$ cat config.mk
export PLATFORM = sky130hd
export DESIGN_NAME = uart_rx_fifo
export DESIGN_NICKNAME = d
export VERILOG_FILES = /design/src/rtl/uart_pkg.sv /design/src/rtl/sync_fifo.sv /design/src/rtl/uart_rx_fifo.sv
export SDC_FILE = /design/constraint.sdc
export NUM_CORES = 1
export LEC_CHECK = 0
export ABC_AREA = 1
export CORE_MARGIN = 2
export CORE_UTILIZATION = 49
export CTS_CLUSTER_DIAMETER = 50
export DETAILED_ROUTE_END_ITERATION = 10
export PLACE_DENSITY = 0.67
export SLEW_MARGIN = 15
export SYNTH_ARGS = -nofsm -noshare
export SYNTH_HDL_FRONTEND = slang
export SYNTH_HIERARCHICAL = 1
export SYNTH_SLANG_ARGS = --single-unit
$ cat constraint.sdc
create_clock -name clk -period 3.3 [get_ports clk]
set_clock_uncertainty 0.05 [all_clocks]
set_input_delay 0.33 -clock clk [delete_from_list [all_inputs] [get_ports clk]]
set_output_delay 0.33 -clock clk [all_outputs]
set_load 0.01 [all_outputs]
$ cat src/rtl/uart_pkg.sv
// Shared UART definitions: byte width, default receive FIFO depth and byte type.
package uart_pkg;
    localparam int UART_DATA_W        = 8;
    localparam int UART_RX_FIFO_DEPTH = 16;

    typedef logic [UART_DATA_W-1:0] uart_byte_t;

    localparam uart_byte_t DROP_COUNT_MAX = 8'd255;
endpackage

$ cat src/rtl/sync_fifo.sv
// Generic single-clock first-word-fall-through FIFO with wrap-bit pointers and a
// registered occupancy counter. A push into a full FIFO is accepted only with a same-cycle pop.
module sync_fifo #(
    parameter int WIDTH = 8,
    parameter int DEPTH = 16,
    localparam int AW   = $clog2(DEPTH)
) (
    input  logic             clk,
    input  logic             rst,
    input  logic             wr_en,
    input  logic [WIDTH-1:0] wr_data,
    input  logic             rd_en,
    output logic [WIDTH-1:0] rd_data,
    output logic             full,
    output logic             empty,
    output logic [AW:0]      level
);
    localparam logic [AW:0] ONE = {{AW{1'b0}}, 1'b1};

    logic [AW:0]      wr_ptr_r;
    logic [AW:0]      rd_ptr_r;
    logic [AW:0]      level_r;
    logic [WIDTH-1:0] mem_r [DEPTH];
    logic             push_s;
    logic             pop_s;

    assign empty   = (wr_ptr_r == rd_ptr_r);
    assign full    = (wr_ptr_r[AW-1:0] == rd_ptr_r[AW-1:0]) && (wr_ptr_r[AW] != rd_ptr_r[AW]);
    assign pop_s   = rd_en && !empty;
    assign push_s  = wr_en && (!full || pop_s);
    assign rd_data = mem_r[rd_ptr_r[AW-1:0]];
    assign level   = level_r;

    // Pointer and occupancy state.
    always_ff @(posedge clk) begin
        if (rst) begin
            wr_ptr_r <= {(AW+1){1'b0}};
            rd_ptr_r <= {(AW+1){1'b0}};
            level_r  <= {(AW+1){1'b0}};
        end else begin
            if (push_s) begin
                wr_ptr_r <= wr_ptr_r + ONE;
            end
            if (pop_s) begin
                rd_ptr_r <= rd_ptr_r + ONE;
            end
            case ({push_s, pop_s})
                2'b10:   level_r <= level_r + ONE;
                2'b01:   level_r <= level_r - ONE;
                default: level_r <= level_r;
            endcase
        end
    end

    // Storage array; cleared on reset so the head reads as zero afterwards.
    always_ff @(posedge clk) begin
        if (rst) begin
            for (int i = 0; i < DEPTH; i++) begin
                mem_r[i] <= {WIDTH{1'b0}};
            end
        end else if (push_s) begin
            mem_r[wr_ptr_r[AW-1:0]] <= wr_data;
        end
    end
endmodule

$ cat src/rtl/uart_rx_fifo.sv
// Receive buffer behind the UART receiver: queues each rx_done byte and reports
// occupancy, almost-full and byte loss (sticky overflow plus saturating drop count).
module uart_rx_fifo
    import uart_pkg::*;
#(
    parameter int DEPTH       = UART_RX_FIFO_DEPTH,
    parameter int WIDTH       = UART_DATA_W,
    parameter int AFULL_LEVEL = 12,
    localparam int LW         = $clog2(DEPTH) + 1
) (
    input  logic             clk,
    input  logic             rst,
    input  logic [WIDTH-1:0] rx_data,
    input  logic             rx_done,
    output logic [WIDTH-1:0] m_data,
    output logic             m_valid,
    input  logic             m_ready,
    output logic [LW-1:0]    level,
    output logic             afull,
    output logic             overflow,
    output logic [7:0]       drop_count,
    input  logic             ovf_clear
);
    logic       full_s;
    logic       empty_s;
    logic       pop_s;
    logic       drop_s;
    logic       overflow_r;
    uart_byte_t drop_count_r;

    sync_fifo #(
        .WIDTH (WIDTH),
        .DEPTH (DEPTH)
    ) u_fifo (
        .clk     (clk),
        .rst     (rst),
        .wr_en   (rx_done),
        .wr_data (rx_data),
        .rd_en   (m_ready),
        .rd_data (m_data),
        .full    (full_s),
        .empty   (empty_s),
        .level   (level)
    );

    assign m_valid    = !empty_s;
    assign pop_s      = m_valid && m_ready;
    assign drop_s     = rx_done && full_s && !pop_s;
    assign afull      = (level >= LW'(AFULL_LEVEL));
    assign overflow   = overflow_r;
    assign drop_count = drop_count_r;

    // Loss accounting: a drop in the same cycle as a clear wins and restarts the count at one.
    always_ff @(posedge clk) begin
        if (rst) begin
            overflow_r   <= 1'b0;
            drop_count_r <= 8'd0;
        end else if (drop_s) begin
            overflow_r <= 1'b1;
            if (ovf_clear) begin
                drop_count_r <= 8'd1;
            end else if (drop_count_r != DROP_COUNT_MAX) begin
                drop_count_r <= drop_count_r + 8'd1;
            end else begin
                drop_count_r <= drop_count_r;
            end
        end else if (ovf_clear) begin
            overflow_r   <= 1'b0;
            drop_count_r <= 8'd0;
        end else begin
            overflow_r   <= overflow_r;
            drop_count_r <= drop_count_r;
        end
    end
endmodule

==> metrics.csv, run 1 <==
stage,metric,value,unit
clocking,Skew-Pair Late Insertion Delay,0.42,ns
route,detailed-route via count,5375,
floorplanning,Ports,37,
clocking,CTS tree,built,
sta,Rel. slew slack,0.335,
pwr,total power,4.74,mW
placement,detailed placement HPWL,11500,µm
sta,RSZ-0062 raised after global routing,false,
placement,Placer Congestion,0.918,
yosys,adder-cell area share of the yosys netlist,0.0176,
yosys,Syn Inst Count,743,
yosys,mux cell area share after synthesis,0.0426,
critical_path,CP Buf/Inv Count,2,
worst_hold_path,Hold WC Path Type,register to register,
route,1st-iter DRT viols,502,
yosys,Most used DFF post-synth,edfxtp_1,
critical_path,CP Class,register to primary output,
floorplanning,starting density of the core,0.498,
floorplanning,core area,15100,µm²
floorplanning,die width,128,µm
grt,Overflow after GRT,0,
route,Initial DRT Pass Iterations,7,
pwr,Leak,3.34,nW
yosys,"EDFF count, synth",128,
critical_path,Levels on crit path,5,
finish,final core area utilization,0.567,
clocking,CTS Buf Count,17,
critical_path,CP arrival,2.73,ns
grt,Global Route met3 Usage,0.0467,
critical_path,crit-path cells,"inv_1, o21ai_0, o211ai_1, nand2_1, clkdlybuf4s50_1",
yosys,Async SR Flop Fraction,0,
job,max cap viols,0,
route,Via density,5.55,
placement,dpl cells,937,
yosys,cell taking the most area after synthesis,edfxtp_1,
critical_path,crit end category,primary output,
route,Routed Antenna Nets,0,
critical_path,CP Capture Point,m_data[5],
yosys,number of synthesized register bits,156,
pwr,Max VDD drop,373,µV
grt,first-pass GRT wire length,27600,µm
grt,antenna violations before repair,0,
placement,Placement Cell Area,8010,µm²
yosys,Post-Synth Simple-Gate Area,0.182,
pwr,PwrDens,554,nW/µm²
grt,largest net degree at the start of global routing,46,
sta,final period utilization,0.942,
critical_path,CP Launch Type,register,
clocking,CTS clock-pin slew for the worst setup and hold paths,0.06,ns
finish,Layout fillers,1305,
yosys,Synth top area share,0.511,
grt,GR Layer Usage met1,0.289,
grt,GRT busiest layer,met2,
sta,min Tclk post-route,3.11,ns
clocking,CTS root buf,clkbuf_16,
placement,pre-CTS WS,0.617,ns
critical_path,slowest CP cell,inv_1,
yosys,largest family of logic cells by synthesized area,simple AND/OR/NAND/NOR gates,
route,WL/cell,17.9,µm
finish,Final Non-Filler Cells,969,
critical_path,reg2reg end,u_fifo/level[4],
sta,final-report setup violation count,0,
yosys,YS warnings,6,
placement,I/O Buffers,36,
sta,Setup TNS,0,ns
yosys,Synth Area per Inst,10.1,µm²
finish,diode count,0,
clocking,Post-CTS Setup Repair Bufs,0,
clocking,Max Root-Sink Buffers,2,
floorplanning,row cnt,45,
floorplanning,DIE HEIGHT,128,µm
yosys,xor and xnor area share after synthesis,0.00466,
clocking,hold buffer count at cts,0,
route,residual DRC count,0,
critical_path,kind of cell adding the most delay to the critical path,buffers and inverters,
route,DRT Wirelength,17300,µm
sta,Worst Max-Slew Pin Slew,0.997,ns
yosys,Mapped Nets,766,
critical_path,CP required,2.92,ns
sta,Min Hold Slack,0.427,ns
status,status,"complete, no violations",
sta,Final Slew Violations,0,
critical_path,R2R depth,18,
critical_path,reg2reg setup slack,0.57,ns
yosys,Netlist cell types,38,
finish,layout cells sized above 1,0.0896,
floorplanning,DIE AREA,16400,µm²
yosys,post-synth design cell area,7520,µm²
clocking,post-cts resize count,0,
clocking,Clock Sinks,156,
sta,Final Hold Viols,0,
yosys,sequential fraction of the synthesis area,0.586,
finish,final net count,791,
clocking,H-tree Lvls,4,
sta,FMAX,322,MHz
yosys,complex-gate fraction of the synthesized area,0.105,
critical_path,critical path peak fanout,32,
grt,vias in the first global route,5285,
critical_path,CP peak stage delay,0.72,ns
sta,Setup WS post-layout,0.193,ns
finish,fin area,8550,µm²
yosys,largest cells by area after synthesis,"edfxtp_1 51%, nor2_1 7.5%, dfxtp_1 7.5%, mux2i_1 4.3%, inv_1 3.6%",
critical_path,r2r startpoint,u_fifo/wr_ptr_r[0],
grt,Total Routing Usage GR,0.223,
grt,grt met2 use,0.371,
finish,Area Growth Syn to Fin,13.7,%
[worst register-to-register path, cell delays in order (launching register included)]
cell and delay (ns):
dfxtp_1 0.41, inv_1 0.13, nand2_1 0.08, nand2_1 0.05, nor2_1 0.19, nand3_1 0.13, nand2_1 0.28, inv_1 0.07
nand2_1 0.09, inv_1 0.10, fa_1 0.39, nand2_1 0.10, nand2_1 0.06, a21oi_1 0.16, nand2_1 0.07, nand2_1 0.09
nand3_1 0.07, nand2_1 0.06, nor2_1 0.04
[worst min path at each step]
| stage | from | end | slack [ns] | depth (start not counted) |
|---|---|---|---|---|
| finish | overflow | overflow | 0.43 | 2 |
| global route | overflow | overflow | 0.45 | 2 |
| CTS | overflow | overflow | 0.43 | 2 |
| detailed placement | overflow | overflow | 0.41 | 2 |
| global placement | overflow | overflow | 0.40 | 2 |
| floorplan | rst | drop_count[0] | 0.35 | 1 |
[layout make-up]
class | count | area (µm²) | share of cell area
Clock buffer | 30 | 526 | 0.0615
Clock inverter | 2 | 10.0 | 0.00117
Inverter | 81 | 304 | 0.0356
Multi-Input combinational cell | 470 | 2650 | 0.310
Sequential cell | 156 | 4410 | 0.516
Tap cell | 188 | 235 | 0.0275
Timing Repair Buffer | 42 | 418 | 0.0489
[synth_stat cells, types with 2 or more instances]
cell      number
xor2_1         3
buf_2          5
edfxtp_1     128
nand2_2        5
buf_1          3
nand4_1        3
nand3_2        6
inv_2          6
o211ai_1      32
nor2_2         7
mux2i_1       32
nand2_4        2
ha_1           9
nand2_1       72
clkinv_1       2
a31oi_1        2
o21ai_1        2
o21ai_0       51
inv_1         73
clkbuf_1      26
nand3_4       10
nand3_1       22
nor2_1       151
dfxtp_1       28
nor3_1         3
a21oi_1       48
[power breakdown]
part,internal (mW),switching [mW],total (mW)
Sequential,2.21,0.0703,2.28
Clock,1.07,0.708,1.77
Combinational,0.265,0.414,0.680
Total,3.54,1.19,4.74
[cell families (layout without fill, tap and decap cells)]
| logic type | Yosys count | after routing |
|---|---|---|
| xor+xnor | 4 | 4 |
| buf+inv | 117 | 155 |
| compound gates | 138 | 138 |
| flops | 156 | 156 |
| mux | 32 | 32 |
| simple gates | 286 | 286 |
| fa+ha+maj | 10 | 10 |
[metal layers]
metal,vias up,wire (µm)
li1,2580,-
met1,2595,7460
met2,173,8520
met3,27,982
met4,0,361
met5,-,0
[state kept, by name, indices dropped and copies added (netlist names), named ones only]
name / flops
drop_count: 8
overflow: 1
u_fifo/level: 5
u_fifo/mem_r: 128
u_fifo/rd_ptr_r: 5
u_fifo/wr_ptr_r: 5
[cells in the final DEF, fill, tap and decap left out, types with 2 or more instances in the layout]
cell type	n
nor2_1	151
nand3_1	22
nand4_1	3
a31oi_1	2
nand3_2	6
o211ai_1	32
clkinv_1	2
nand2_4	2
xor2_1	3
a21oi_1	48
clkbuf_16	18
o21ai_0	51
nand2_2	5
clkbuf_1	9
buf_4	5
nor2_2	7
inv_2	6
nand3_4	10
clkbuf_8	3
o21ai_1	2
inv_1	73
clkdlybuf4s50_1	36
nand2_1	72
ha_1	9
mux2i_1	32
dfxtp_1	27
nor3_1	3
clkinv_2	2
edfxtp_1	128
(Power assumes the default switching activity.)
==> inputs of run 2 (changes only) <==
Settings changed: CORE_UTILIZATION 49 to 30, PLACE_DENSITY 0.67 to 0.46, SLEW_MARGIN 15 to unset, SYNTH_HIERARCHICAL 1 to unset.
==> run 2 against run 1 <==
  * Hold slack lost 0.0086 ns
  * Critical endpoint is now m_data[1]
  * Final cell count rose by 14%
  * Non-clock buffer count grew 2
  * Setup slack better by 0.16 ns
  * Critical path type unchanged
  * Largest power group unchanged
  * Register-to-register slack improved by 0.32 ns
  * Via count decreased by 2.8%
  * Core utilization is 21 points lower
  * Global-route usage decreased by 6.9 points
==> metrics.csv, run 2 <==
stage,metric,value,unit,change
yosys,YS warnings,0,,was 6
route,residual DRC count,0,,unchanged
clocking,CTS Buf Count,17,,unchanged
placement,I/O Buffers,36,,unchanged
placement,detailed placement HPWL,13100,µm,was 11500 µm
critical_path,reg2reg end,u_fifo.mem_r[15][3],,was u_fifo/level[4]
yosys,Async SR Flop Fraction,0,,unchanged
grt,Total Routing Usage GR,0.155,,was 0.223
grt,vias in the first global route,5087,,was 5285
sta,Setup TNS,0,ns,unchanged
yosys,cell taking the most area after synthesis,edfxtp_1,,unchanged
route,Routed Antenna Nets,0,,unchanged
floorplanning,DIE AREA,26200,µm²,was 16400 µm²
finish,most frequent cells in the layout,"146 x nor2_1, 128 x edfxtp_1, 78 x inv_1",,"was 151 x nor2_1, 128 x edfxtp_1, 73 x inv_1"
finish,Area Growth Syn to Fin,18.0,%,was 13.7%
yosys,Syn Inst Count,741,,was 743
finish,"most common cell after layout, fill and taps aside",nor2_1,,unchanged
grt,Overflow after GRT,0,,unchanged
grt,largest net degree at the start of global routing,41,,was 46
critical_path,R2R depth,9,,was 18
sta,RSZ-0062 raised after global routing,false,,unchanged
yosys,post-synth design cell area,7470,µm²,was 7520 µm²
finish,Largest Register,u_fifo.mem_r,,was u_fifo/mem_r
clocking,CTS root buf,clkbuf_16,,unchanged
yosys,Most used DFF post-synth,edfxtp_1,,unchanged
floorplanning,core area,24400,µm²,was 15100 µm²
grt,first-pass GRT wire length,29900,µm,was 27600 µm
route,detailed-route via count,5225,,was 5375
finish,final net count,790,,was 791
floorplanning,DIE HEIGHT,162,µm,was 128 µm
sta,min Tclk post-route,2.95,ns,was 3.11 ns
route,1st-iter DRT viols,526,,was 502
finish,diode count,0,,unchanged
finish,final core area utilization,0.361,,was 0.567
yosys,number of synthesized register bits,156,,unchanged
floorplanning,die width,162,µm,was 128 µm
clocking,Skew-Pair Late Insertion Delay,0.43,ns,was 0.42 ns
yosys,"EDFF count, synth",128,,unchanged
clocking,Max Root-Sink Buffers,2,,unchanged
clocking,Clock Sinks,156,,unchanged
critical_path,CP Launch Type,register,,unchanged
sta,Final Slew Violations,0,,unchanged
clocking,post-cts resize count,0,,unchanged
critical_path,CP Class,register to primary output,,unchanged
finish,layout cells sized above 1,0.106,,was 0.0896
worst_hold_path,Hold WC Path Type,register to register,,unchanged
critical_path,critical path peak fanout,32,,unchanged
floorplanning,row cnt,57,,was 45
yosys,Netlist cell types,30,,was 38
pwr,Max VDD drop,317,µV,was 373 µV
sta,FMAX,339,MHz,was 322 MHz
yosys,Synth top area share,0.514,,was 0.511
sta,Worst Max-Slew Pin Slew,0.983,ns,was 0.997 ns
critical_path,CP arrival,2.57,ns,was 2.73 ns
placement,Placer Congestion,0.789,,was 0.918
floorplanning,Ports,37,,unchanged
placement,pre-CTS WS,0.528,ns,was 0.617 ns
sta,Setup WS post-layout,0.349,ns,was 0.193 ns
clocking,CTS clock-pin slew for the worst setup and hold paths,0.06,ns,about the same
yosys,"count leader, synth",nor2_1,,unchanged
route,Via density,4.72,,was 5.55
critical_path,r2r startpoint,u_fifo.wr_ptr_r[4],,was u_fifo/wr_ptr_r[0]
yosys,largest cells by area after synthesis,"edfxtp_1 51%, dfxtp_1 7.5%, nor2_1 7.3%, mux2i_1 4.3%, inv_1 3.9%",,"was edfxtp_1 51%, nor2_1 7.5%, dfxtp_1 7.5%, mux2i_1 4.3%, inv_1 3.6%"
sta,final period utilization,0.894,,was 0.942
job,max cap viols,0,,unchanged
critical_path,CP required,2.92,ns,about the same
grt,antenna violations before repair,0,,unchanged
critical_path,reg2reg setup slack,0.89,ns,was 0.57 ns
pwr,Leak,3.52,nW,was 3.34 nW
yosys,sequential fraction of the synthesis area,0.589,,was 0.586
yosys,Post-synth top cells,"146 x nor2_1, 128 x edfxtp_1, 78 x inv_1",,"was 151 x nor2_1, 128 x edfxtp_1, 73 x inv_1"
pwr,PwrDens,582,nW/µm²,was 554 nW/µm²
yosys,Mapped Nets,762,,was 766
worst_hold_path,hold path cells,2,,unchanged
sta,final-report setup violation count,0,,unchanged
critical_path,crit end category,primary output,,unchanged
clocking,H-tree Lvls,4,,unchanged
sta,Final Hold Viols,0,,unchanged
clocking,Post-CTS Setup Repair Bufs,0,,unchanged
clocking,hold buffer count at cts,0,,unchanged
sta,Rel. slew slack,0.344,,was 0.335
status,status,"complete, no violations",,unchanged
route,DRT Wirelength,19800,µm,was 17300 µm
yosys,Synth Area per Inst,10.1,µm²,about the same
critical_path,CP Capture Point,m_data[1],,was m_data[5]
route,Initial DRT Pass Iterations,4,,was 7
route,WL/cell,17.9,µm,about the same
clocking,CTS tree,built,,unchanged
finish,max reg flops,128,,unchanged
floorplanning,starting density of the core,0.306,,was 0.498
run 2: cell types whose count changed after synthesis, moves of 5 or more:
cell     delta
nand2_1     -9
nand3_1     +5
nand3_4     -7
nor2_1      -5
inv_1       +5
nand3_2     -6
nand2_4    +12
run 2: logic make-up after synthesis:
logic type      synth area share
mux                       0.0429
simple gates               0.181
flops                      0.589
fa+ha+maj                 0.0134
compound gates             0.106
xor+xnor                 0.00452
buf+inv                   0.0626
run 2: critical path: stages, from the launching register on:
cell	delay, ns
dfxtp_1	0.31
inv_1	0.70
o21ai_0	0.25
o211ai_1	0.26
nand2_1	0.12
clkdlybuf4s50_1	0.49
run 2: worst min-delay path by stage:
stage | start | to | slack, ns
floorplan | u_fifo.rd_ptr_r[4] | u_fifo.rd_ptr_r[4] | 0.41
global placement | overflow | overflow | 0.41
detailed placement | overflow | overflow | 0.40
CTS | overflow | overflow | 0.42
global route | drop_count[4] | drop_count[4] | 0.45
finish | overflow | overflow | 0.42
run 2: final cells by class:
class	instances	area (µm²)
Clock inverter	13	198
Fill cell	2502	15600
Clock buffer	19	433
Inverter	87	327
Sequential cell	156	4410
Tap cell	324	405
Timing Repair Buffer	44	445
Multi-Input combinational cell	463	2600
run 2: per-stage QoR:
stage	hold WS, ns	cells	total power [mW]	cell area, µm²
4_1_cts	0.418	1106	5.18	8820
5_1_grt	0.447	1106	5.33	8820
2_1_floorplan	0.412	741	2.76	7470
3_5_place_dp	0.404	1074	3.06	8190
6_report	0.419	1106	5.14	8820
3_3_place_gp	0.407	1074	3.06	8190
run 2: where the power goes:
part           internal [mW]  leakage [nW]  switching (mW)
clock                   1.33         0.304           0.788
sequential              2.21          1.55          0.0626
combinational          0.273          1.67           0.466
run 2: metal layers:
| metal | GRT usage | wire, µm | vias to the layer above | share of wire |
|---|---|---|---|---|
| li1 | - | - | 2575 | - |
| met1 | 0.208 | 9190 | 2509 | 0.46 |
| met2 | 0.253 | 9440 | 123 | 0.48 |
| met3 | 0.0345 | 932 | 18 | 0.047 |
| met4 | 0.0414 | 202 | 0 | 0.010 |
| met5 | 0 | 0 | - | 0 |
